**src/rtl/clk_div_pkg.sv**
```systemverilog
// Shared constants, rate-select encodings and divisor lookup for the programmable divider.
package clk_div_pkg;

  localparam int unsigned DEF_DIV0 = 25_000_000;
  localparam int unsigned DEF_DIV1 = 2_500_000;
  localparam int unsigned DEF_DIV2 = 25_000;
  localparam int unsigned DEF_DIV3 = 500_000;

  typedef enum logic [1:0] {
    SEL_1HZ  = 2'b00,
    SEL_10HZ = 2'b01,
    SEL_1KHZ = 2'b10,
    SEL_50HZ = 2'b11
  } sel_e;

  function automatic int unsigned div_lookup(input sel_e sel, input int unsigned d0,
                                             input int unsigned d1, input int unsigned d2,
                                             input int unsigned d3);
    int unsigned div;
    div = d0;
    unique case (sel)
      SEL_1HZ:  div = d0;
      SEL_10HZ: div = d1;
      SEL_1KHZ: div = d2;
      SEL_50HZ: div = d3;
    endcase
    return div;
  endfunction

endpackage

```
**src/rtl/clk_div_prog_if.sv**
```systemverilog
// Control/status bundle between a controller and the programmable divider.
interface clk_div_prog_if;

  logic [1:0] sel;
  logic       run_tgl;
  logic       oneshot;
  logic       clr;
  logic       clk_out;
  logic       tick;
  logic       running;

  modport master (
    output sel, run_tgl, oneshot, clr,
    input  clk_out, tick, running
  );

  modport slave (
    input  sel, run_tgl, oneshot, clr,
    output clk_out, tick, running
  );

endinterface

```
**src/rtl/edge_rise.sv**
```systemverilog
// Rising-edge detector for level requests; a held-high level yields one pulse.
module edge_rise (
  input  logic clk,
  input  logic rst,
  input  logic level_i,
  output logic rise_o
);

  logic level_q;

  always_ff @(posedge clk or posedge rst) begin
    if (rst) begin
      level_q <= 1'b0;
    end else begin
      level_q <= level_i;
    end
  end

  assign rise_o = level_i & ~level_q;

endmodule

```
**src/rtl/clk_div_prog.sv**
```systemverilog
// Programmable 50%-duty divider with run/pause toggle, one-shot mode and
// glitch-free rate changes applied on full-period boundaries.
module clk_div_prog
  import clk_div_pkg::*;
#(
  parameter int unsigned CNT_W = 32,
  parameter int unsigned DIV0  = DEF_DIV0,
  parameter int unsigned DIV1  = DEF_DIV1,
  parameter int unsigned DIV2  = DEF_DIV2,
  parameter int unsigned DIV3  = DEF_DIV3
) (
  input  logic           clk,
  input  logic           rst,
  clk_div_prog_if.slave  bus
);

  logic [CNT_W-1:0] cnt_q, cnt_d;
  logic             clk_out_q, clk_out_d;
  logic             tick_q, tick_d;
  logic             running_q, running_d;
  sel_e             sel_q, sel_d;

  logic [CNT_W-1:0] lim;
  logic             tgl_rise;
  logic             tc;
  logic             fall;
  logic             os_stop;

  edge_rise u_run_edge (
    .clk     (clk),
    .rst     (rst),
    .level_i (bus.run_tgl),
    .rise_o  (tgl_rise)
  );

  assign lim     = CNT_W'(div_lookup(sel_q, DIV0, DIV1, DIV2, DIV3) - 1);
  assign tc      = running_q && (cnt_q == lim);
  assign fall    = tc && clk_out_q;
  // Clear overrides the one-shot stop; a same-cycle toggle cancels it.
  assign os_stop = !bus.clr && fall && bus.oneshot;

  always_comb begin
    cnt_d     = cnt_q;
    clk_out_d = clk_out_q;
    tick_d    = 1'b0;
    sel_d     = sel_q;
    running_d = running_q;

    if (bus.clr) begin
      cnt_d     = '0;
      clk_out_d = 1'b0;
      sel_d     = sel_e'(bus.sel);
    end else if (running_q) begin
      if (tc) begin
        cnt_d     = '0;
        clk_out_d = ~clk_out_q;
        tick_d    = 1'b1;
        // New rate is only latched at the end of a full high+low period.
        if (clk_out_q) begin
          sel_d = sel_e'(bus.sel);
        end
      end else begin
        cnt_d = cnt_q + CNT_W'(1);
      end
    end else begin
      sel_d = sel_e'(bus.sel);
    end

    if (os_stop) begin
      running_d = tgl_rise;
    end else if (tgl_rise) begin
      running_d = ~running_q;
    end
  end

  always_ff @(posedge clk or posedge rst) begin
    if (rst) begin
      cnt_q     <= '0;
      clk_out_q <= 1'b0;
      tick_q    <= 1'b0;
      running_q <= 1'b0;
      sel_q     <= SEL_1HZ;
    end else begin
      cnt_q     <= cnt_d;
      clk_out_q <= clk_out_d;
      tick_q    <= tick_d;
      running_q <= running_d;
      sel_q     <= sel_d;
    end
  end

  assign bus.clk_out = clk_out_q;
  assign bus.tick    = tick_q;
  assign bus.running = running_q;

endmodule

```
**src/flat_wrapper.sv**
```systemverilog
// flat-port wrapper written by rule: the top's interface ports become plain ports
module clk_div_prog_flat import clk_div_pkg::*;
#(
  parameter int unsigned CNT_W = 32,
  parameter int unsigned DIV0  = DEF_DIV0,
  parameter int unsigned DIV1  = DEF_DIV1,
  parameter int unsigned DIV2  = DEF_DIV2,
  parameter int unsigned DIV3  = DEF_DIV3
)
  (clk, rst, bus_sel, bus_run_tgl, bus_oneshot, bus_clr, bus_clk_out, bus_tick, bus_running);
  clk_div_prog_if bus_i ();
  input  logic clk;
  input  logic rst;
  input wire logic [$bits(bus_i.sel)-1:0] bus_sel;
  input wire logic [$bits(bus_i.run_tgl)-1:0] bus_run_tgl;
  input wire logic [$bits(bus_i.oneshot)-1:0] bus_oneshot;
  input wire logic [$bits(bus_i.clr)-1:0] bus_clr;
  output wire logic [$bits(bus_i.clk_out)-1:0] bus_clk_out;
  output wire logic [$bits(bus_i.tick)-1:0] bus_tick;
  output wire logic [$bits(bus_i.running)-1:0] bus_running;
  assign bus_i.sel = bus_sel;
  assign bus_i.run_tgl = bus_run_tgl;
  assign bus_i.oneshot = bus_oneshot;
  assign bus_i.clr = bus_clr;
  assign bus_clk_out = bus_i.clk_out;
  assign bus_tick = bus_i.tick;
  assign bus_running = bus_i.running;
  clk_div_prog #(.CNT_W(CNT_W), .DIV0(DIV0), .DIV1(DIV1), .DIV2(DIV2), .DIV3(DIV3)) u_core (.clk(clk), .rst(rst), .bus(bus_i));
endmodule
```
**config.mk**
```make
export PLATFORM = sky130hd
export DESIGN_NAME = clk_div_prog_flat
export DESIGN_NICKNAME = d
export VERILOG_FILES = /design/src/rtl/clk_div_pkg.sv /design/src/rtl/clk_div_prog_if.sv /design/src/rtl/edge_rise.sv /design/src/rtl/clk_div_prog.sv /design/src/flat_wrapper.sv
export SDC_FILE = /design/constraint.sdc
export NUM_CORES = 1
export LEC_CHECK = 0
export ABC_AREA = 0
export CAP_MARGIN = 30
export CORE_ASPECT_RATIO = 1.4
export CORE_UTILIZATION = 61
export CTS_CLUSTER_SIZE = 40
export DETAILED_ROUTE_END_ITERATION = 8
export PLACE_DENSITY = 0.8
export SETUP_SLACK_MARGIN = 0.5
export SYNTH_ARGS = -nofsm -noshare
export SYNTH_HDL_FRONTEND = slang
export SYNTH_SLANG_ARGS = --single-unit
export TNS_END_PERCENT = 10
```
**constraint.sdc**
```tcl
create_clock -name clk -period 3.2 [get_ports clk]
set_clock_uncertainty 0.15 [all_clocks]
set_input_delay 0.96 -clock clk [delete_from_list [all_inputs] [get_ports clk]]
set_output_delay 0.96 -clock clk [all_outputs]
set_load 0.02 [all_outputs]
```
* Yosys cells after proc, flatten, opt, wreduce, memory -nomap -nowiden
Index checks and enable logic that the tools add are counted.
Cells by class: multiplexer cells 16, reductions and logical operators 11, add/sub/neg operators 2, eq/ne operators 6, bitwise gates (word level) 4
Operators with widths (count):
- $pmux 32 s4 | 1
- $mux 32 | 3
- $add 32x1->32 const B | 1
- $eq 32x32->1 | 1
- $sub 32x1->32 const B | 1
- $mux 1 | 8
- $mux 2 | 4
- $reduce_bool 2->1 | 3
- $eq 2x2->1 const B | 2
- $logic_and 1x1->1 | 4
- $reduce_and 2->1 | 2
- $ne 3x2->1 const B | 1
- $ne 3x3->1 const B | 1
- $not 1->1 | 3
- $eq 2x1->1 const B | 1
- $logic_not 2->1 | 1
- $and 1x1->1 | 1
- $logic_not 1->1 | 1
Storage, ports and cells: bits of input ports 7, logic and storage cells 45, register bits 38, output and inout port bits 3

* Depth between registers and ports, before layout
depth in word-level cells 9, depth in mapped cells 10, mapped depth without buffers 8

* Cells and area by module
From an unflattened synthesis, not the netlist that was laid out.
Second synthesis, totals: cell total of the unflattened synthesis 275, area, all modules 2544.9 um2
By module, submodules not included:
- clk_div_prog | area each 2502.4 um2, cells an instance 272, times used 1, seq. area each 925.9 um2
- edge_rise | area each 42.5 um2, cells an instance 3, times used 1, seq. area each 25.0 um2

* Least setup slack after synthesis
OpenSTA, ideal clock, no wires.
path kind register -> register, start point reg u_core.sel_q[0], end point reg u_core.sel_q[0], slack 475 ps, cell stages (with the launch flop) 9, arrival 2450 ps, clock period less this slack 2725 ps, required time 2925 ps, path buffers 0, setup time 125 ps, path through dfrtp_1 > inv_1 > ha_1 > or3b_2 > a222oi_1 > o211a_1 > nand3_2 > o21a_1 > mux2_4
On the way: word-level cells in the longest chain between the ends 7
RTL lines:
- start, declared | RTL line clk_div_prog.sv:21 | sel_e sel_q, sel_d;
- start signal, assigned | RTL line clk_div_prog.sv:88 | sel_q <= sel_d;
- $eq 2x2->1 (tied with other cells) | RTL line clk_div_pkg.sv:21 | unique case (sel)
- $pmux 32 s4 (*) | RTL line clk_div_pkg.sv:21
- $sub 32x1->32 (*) | RTL line clk_div_prog.sv:36 | assign lim = CNT_W'(div_lookup(sel_q, DIV0, DIV1, DIV2, DIV3) - 1);
- $eq 32x32->1 (*) | RTL line clk_div_prog.sv:37 | assign tc = running_q && (cnt_q == lim);
- $logic_and 1x1->1 (*) | RTL line clk_div_prog.sv:37
- $ne 3x3->1 (no source line) (*)
- $reduce_and 2->1 (no source line) (*)
Every way passes the cells marked *; elsewhere a longest branch is shown, timed or not. The select of a mux whose other input is x is not followed. A chain may end at the register's enable or synchronous reset.

* Final worst setup path
start point reg u_core.sel_q[1], end point reg u_core.cnt_q[18]
On the way: word-level cells in the longest chain between the ends 8
RTL lines:
- $eq 2x2->1 (tied with other cells) | RTL line clk_div_pkg.sv:21
- $pmux 32 s4 (*) | RTL line clk_div_pkg.sv:21
- $sub 32x1->32 (*) | RTL line clk_div_prog.sv:36
- $eq 32x32->1 (*) | RTL line clk_div_prog.sv:37
- $logic_and 1x1->1 (*) | RTL line clk_div_prog.sv:37
- $mux 32 (*) | RTL line clk_div_prog.sv:54 | if (tc) begin
- $mux 32 (*) | RTL line clk_div_prog.sv:53 | end else if (running_q) begin
- $mux 32 (*) | RTL line clk_div_prog.sv:49 | if (bus.clr) begin
- end signal, assigned | RTL line clk_div_prog.sv:84 | cnt_q <= cnt_d;
- end, declared | RTL line clk_div_prog.sv:17 | logic [CNT_W-1:0] cnt_q, cnt_d;
Marked as above.

==> flow_metrics.tcl <==
set metrics [dict create \
    status "completed" \
    async_flop_share_pct 100 \
    placementRows 26 \
    arrival_ps 2790 \
    grt_pass1_wl_um 11200 \
    stdcell_area_mm2 0.00299 \
    synth-xor-area-share_pct 1.78 \
    endpoint_kind "flop" \
    remaining_drc_errors 0 \
    die-area_mm2 0.00429 \
    synth_compound_area_share_pct 17.7 \
    switchingPower_uw 489 \
    grt_util_met3_pct 4.55 \
    grt_max_degree 39 \
    dr.pass1.iters 6 \
    synthAdderAreaFrac_pct 3.56 \
    finalSetupViolations 0 \
    synth_cell_types 54 \
    hold_viol 0 \
    max_freq_mhz 364 \
    synth_warnings 0 \
    worstMarginPinSlew_ps 508 \
    cts_buffer_depth 2 \
    synthMuxAreaShare_pct 1.63 \
    drtIter0Drc 221 \
    slew_headroom_pct 65.8 \
    worstPathMaxFanout 13 \
    syn_area_mm2 0.00246 \
    min_period_over_period_pct 85.9 \
    synth-edff-count 0 \
    r2r_start "u_core.sel_q[1]" \
    gp_congestion 0.867 \
    vias 2451 \
    fp.dieH_um 77.1 \
    rsz0062_at_grt "yes" \
    cp.required_ps 3240 \
    yosysSeqAreaShare_pct 38.7 \
    dp_hpwl_um 4330 \
    postCtsHoldBufs 0 \
    root_buffer "clkbuf_8" \
    syn_inst 289 \
    cts_buffers 5 \
    grt_pass1_vias 2350 \
    pwr-share-seq_pct 34.8 \
    busiest_layer "met2" \
    fillers 247 \
    synth_top_cell_area_share_pct 38.7 \
    placed_area_mm2 0.00263 \
    final_common_cell "dfrtp_1" \
    coreArea_mm2 0.00374 \
    wirelength_um 6970 \
    vias_per_cell 6.85 \
    avgSynthCellArea_um2 8.51 \
    critPathKind "reg2reg" \
    setup_tns_ps 0 \
    power.internal_mw 1.06 \
    crit_family "compound AO/OA/AOI/OAI gates" \
    cts.sinks 38 \
    cts_tree "built" \
    diodes 0 \
    syn_nets 303 \
    final_cell_mix "dfrtp_1, nand2_1, nand3_1" \
    crit_chain "inv_2 -> ha_4 -> or3b_4 -> a222oi_1 -> o211a_1 -> a31oi_4 -> buf_12 -> and3_1 -> a211o_1" \
    worstSkewPairLatency_ps 300 \
    start_kind "flop" \
    clkTransAtPathRegs_ps 80 \
    grt_antenna_before_repair 0 \
    ant_nets 0 \
    synth_top_family_by_area "simple AND/OR/NAND/NOR gates" \
    overflow 0 \
    synth-simple-area-share_pct 31.8 \
    postLayoutCoreUtil_pct 79.9 \
    fin_nets 329 \
    wl_per_cell_um 19.5 \
    cap_violations 0 \
    grt_use_met2_pct 58.4 \
    slew_violations 0 \
    power.leakage_nw 1.26 \
    min_path_type "reg2reg" \
    power_mw 1.55 \
    io_pins 10 \
    synth_ff_type "dfrtp_1" \
    vdd_drop_max_mv 0.586 \
    layout-drive-gt1-share_pct 17.7 \
    port_buffers 9 \
    power_frac_clock_pct 33.6 \
    slowest_delay_ps 400 \
    synth_seq_cells 38 \
    slowest_stage "dfrtp_1" \
    die_x_um 55.7 \
    combPwrFrac_pct 31.6 \
    htree_levels 2 \
    areaGrowthSynthToFinish_pct 21.5 \
    min_period_ps 2750 \
    synth.area.top_cells "dfrtp_1, nand3_1, nand2_1, ha_1, nor2_1" \
    gr-usage-met1_pct 40.4 \
    p_per_area_mw_per_mm2 517 \
    hold_start "u_core.cnt_q[30]" \
    crit_start "u_core.sel_q[1]" \
    start_util_pct 65.8 \
    p_sw_share_pct 31.6 \
    grt_usage_pct 33.7 \
    yosys.area.top_type "dfrtp_1" \
    path_buf_inv 2 \
]
through the flow:
stage	std cells	setup slack [ps]	hold WS (ps)
floorplan	289	536	315
global placement	336	323	351
detailed placement	336	181	350
CTS	356	483	364
global route	358	383	385
finish	358	451	367
synthesized netlist by cell type, types with 2 or more instances:
| library cell | count |
|---|---|
| inv_1 | 15 |
| or3b_2 | 2 |
| a21oi_1 | 9 |
| mux2_4 | 2 |
| ha_1 | 7 |
| and3_1 | 9 |
| nand3b_1 | 5 |
| clkbuf_1 | 12 |
| o221ai_1 | 3 |
| o311ai_0 | 2 |
| dfrtp_1 | 38 |
| a31oi_1 | 5 |
| nor2_1 | 17 |
| nor3_1 | 8 |
| a211o_1 | 2 |
| or2_2 | 2 |
| nor4_1 | 5 |
| or3_1 | 9 |
| a222oi_1 | 2 |
| nand4_1 | 9 |
| nand2_1 | 35 |
| nand3_1 | 34 |
| or4_1 | 3 |
| o211ai_1 | 3 |
| xnor2_1 | 3 |
| a221o_1 | 3 |
| o211a_1 | 2 |
| a211oi_1 | 3 |
| xor2_1 | 2 |
| a22o_1 | 2 |
| o21ai_0 | 11 |
| nor2b_1 | 3 |
worst paths after layout:
path / end / slack, ps / depth (start not counted)
worst max-delay path: u_core.cnt_q[18] / 450 / 9
worst max register to register: u_core.cnt_q[18] / 450 / 9
worst min register to register: u_core.cnt_q[30] / 370 / 1
max in group asynchronous: u_core.sel_q[0] / 1610 / 3
min in group asynchronous: u_core.cnt_q[19] / 920 / 3
worst min-delay path: u_core.cnt_q[30] / 370 / 1
state kept, by name (all words and copies together), names as in the netlist:
register and flops:
u_core.cnt_q 32, u_core.sel_q 2, u_core.bus.clk_out 1, u_core.bus.running 1
u_core.bus.tick 1, u_core.u_run_edge.level_q 1
per-layer routing:
layer / share of wire (%) / up-vias
li1: - / 1133
met1: 39 / 1162
met2: 51 / 130
met3: 6.5 / 26
met4: 3.7 / 0
met5: 0 / -
power groups by stage:
stage	Sequential, mW	Clock [mW]	Combinational, mW
after global routing	0.542	0.533	0.518
after global placement	0.551	0	0.350
final	0.539	0.519	0.489
after detailed placement	0.552	0	0.357
after floorplan	0.550	0	0.250
after CTS	0.536	0.520	0.460
kinds of logic after synthesis:
group           Yosys count
simple gates            147
xor+xnor                  5
flops                    38
mux                       3
buf+inv                  30
compound gates           59
fa+ha+maj                 7
repair_timing:
action	in CTS	in global routing
resized for setup	14	3
gates cloned	1	0
pin swaps	6	4
setup buffers	11	2
setup endpoints to repair	32	25
area by class of cell:
cell class | instances | area, µm² | share of cell area, %
clock inverters | 2 | 60.1 | 2.01
well taps | 42 | 52.6 | 1.76
clock buffers | 6 | 82.6 | 2.76
flip-flops and latches | 38 | 952 | 31.9
multi-input cells | 221 | 1470 | 49.1
inverters | 15 | 56.3 | 1.88
repair buffers | 34 | 319 | 10.7
Note: power is estimated with default switching activity, not from simulation.
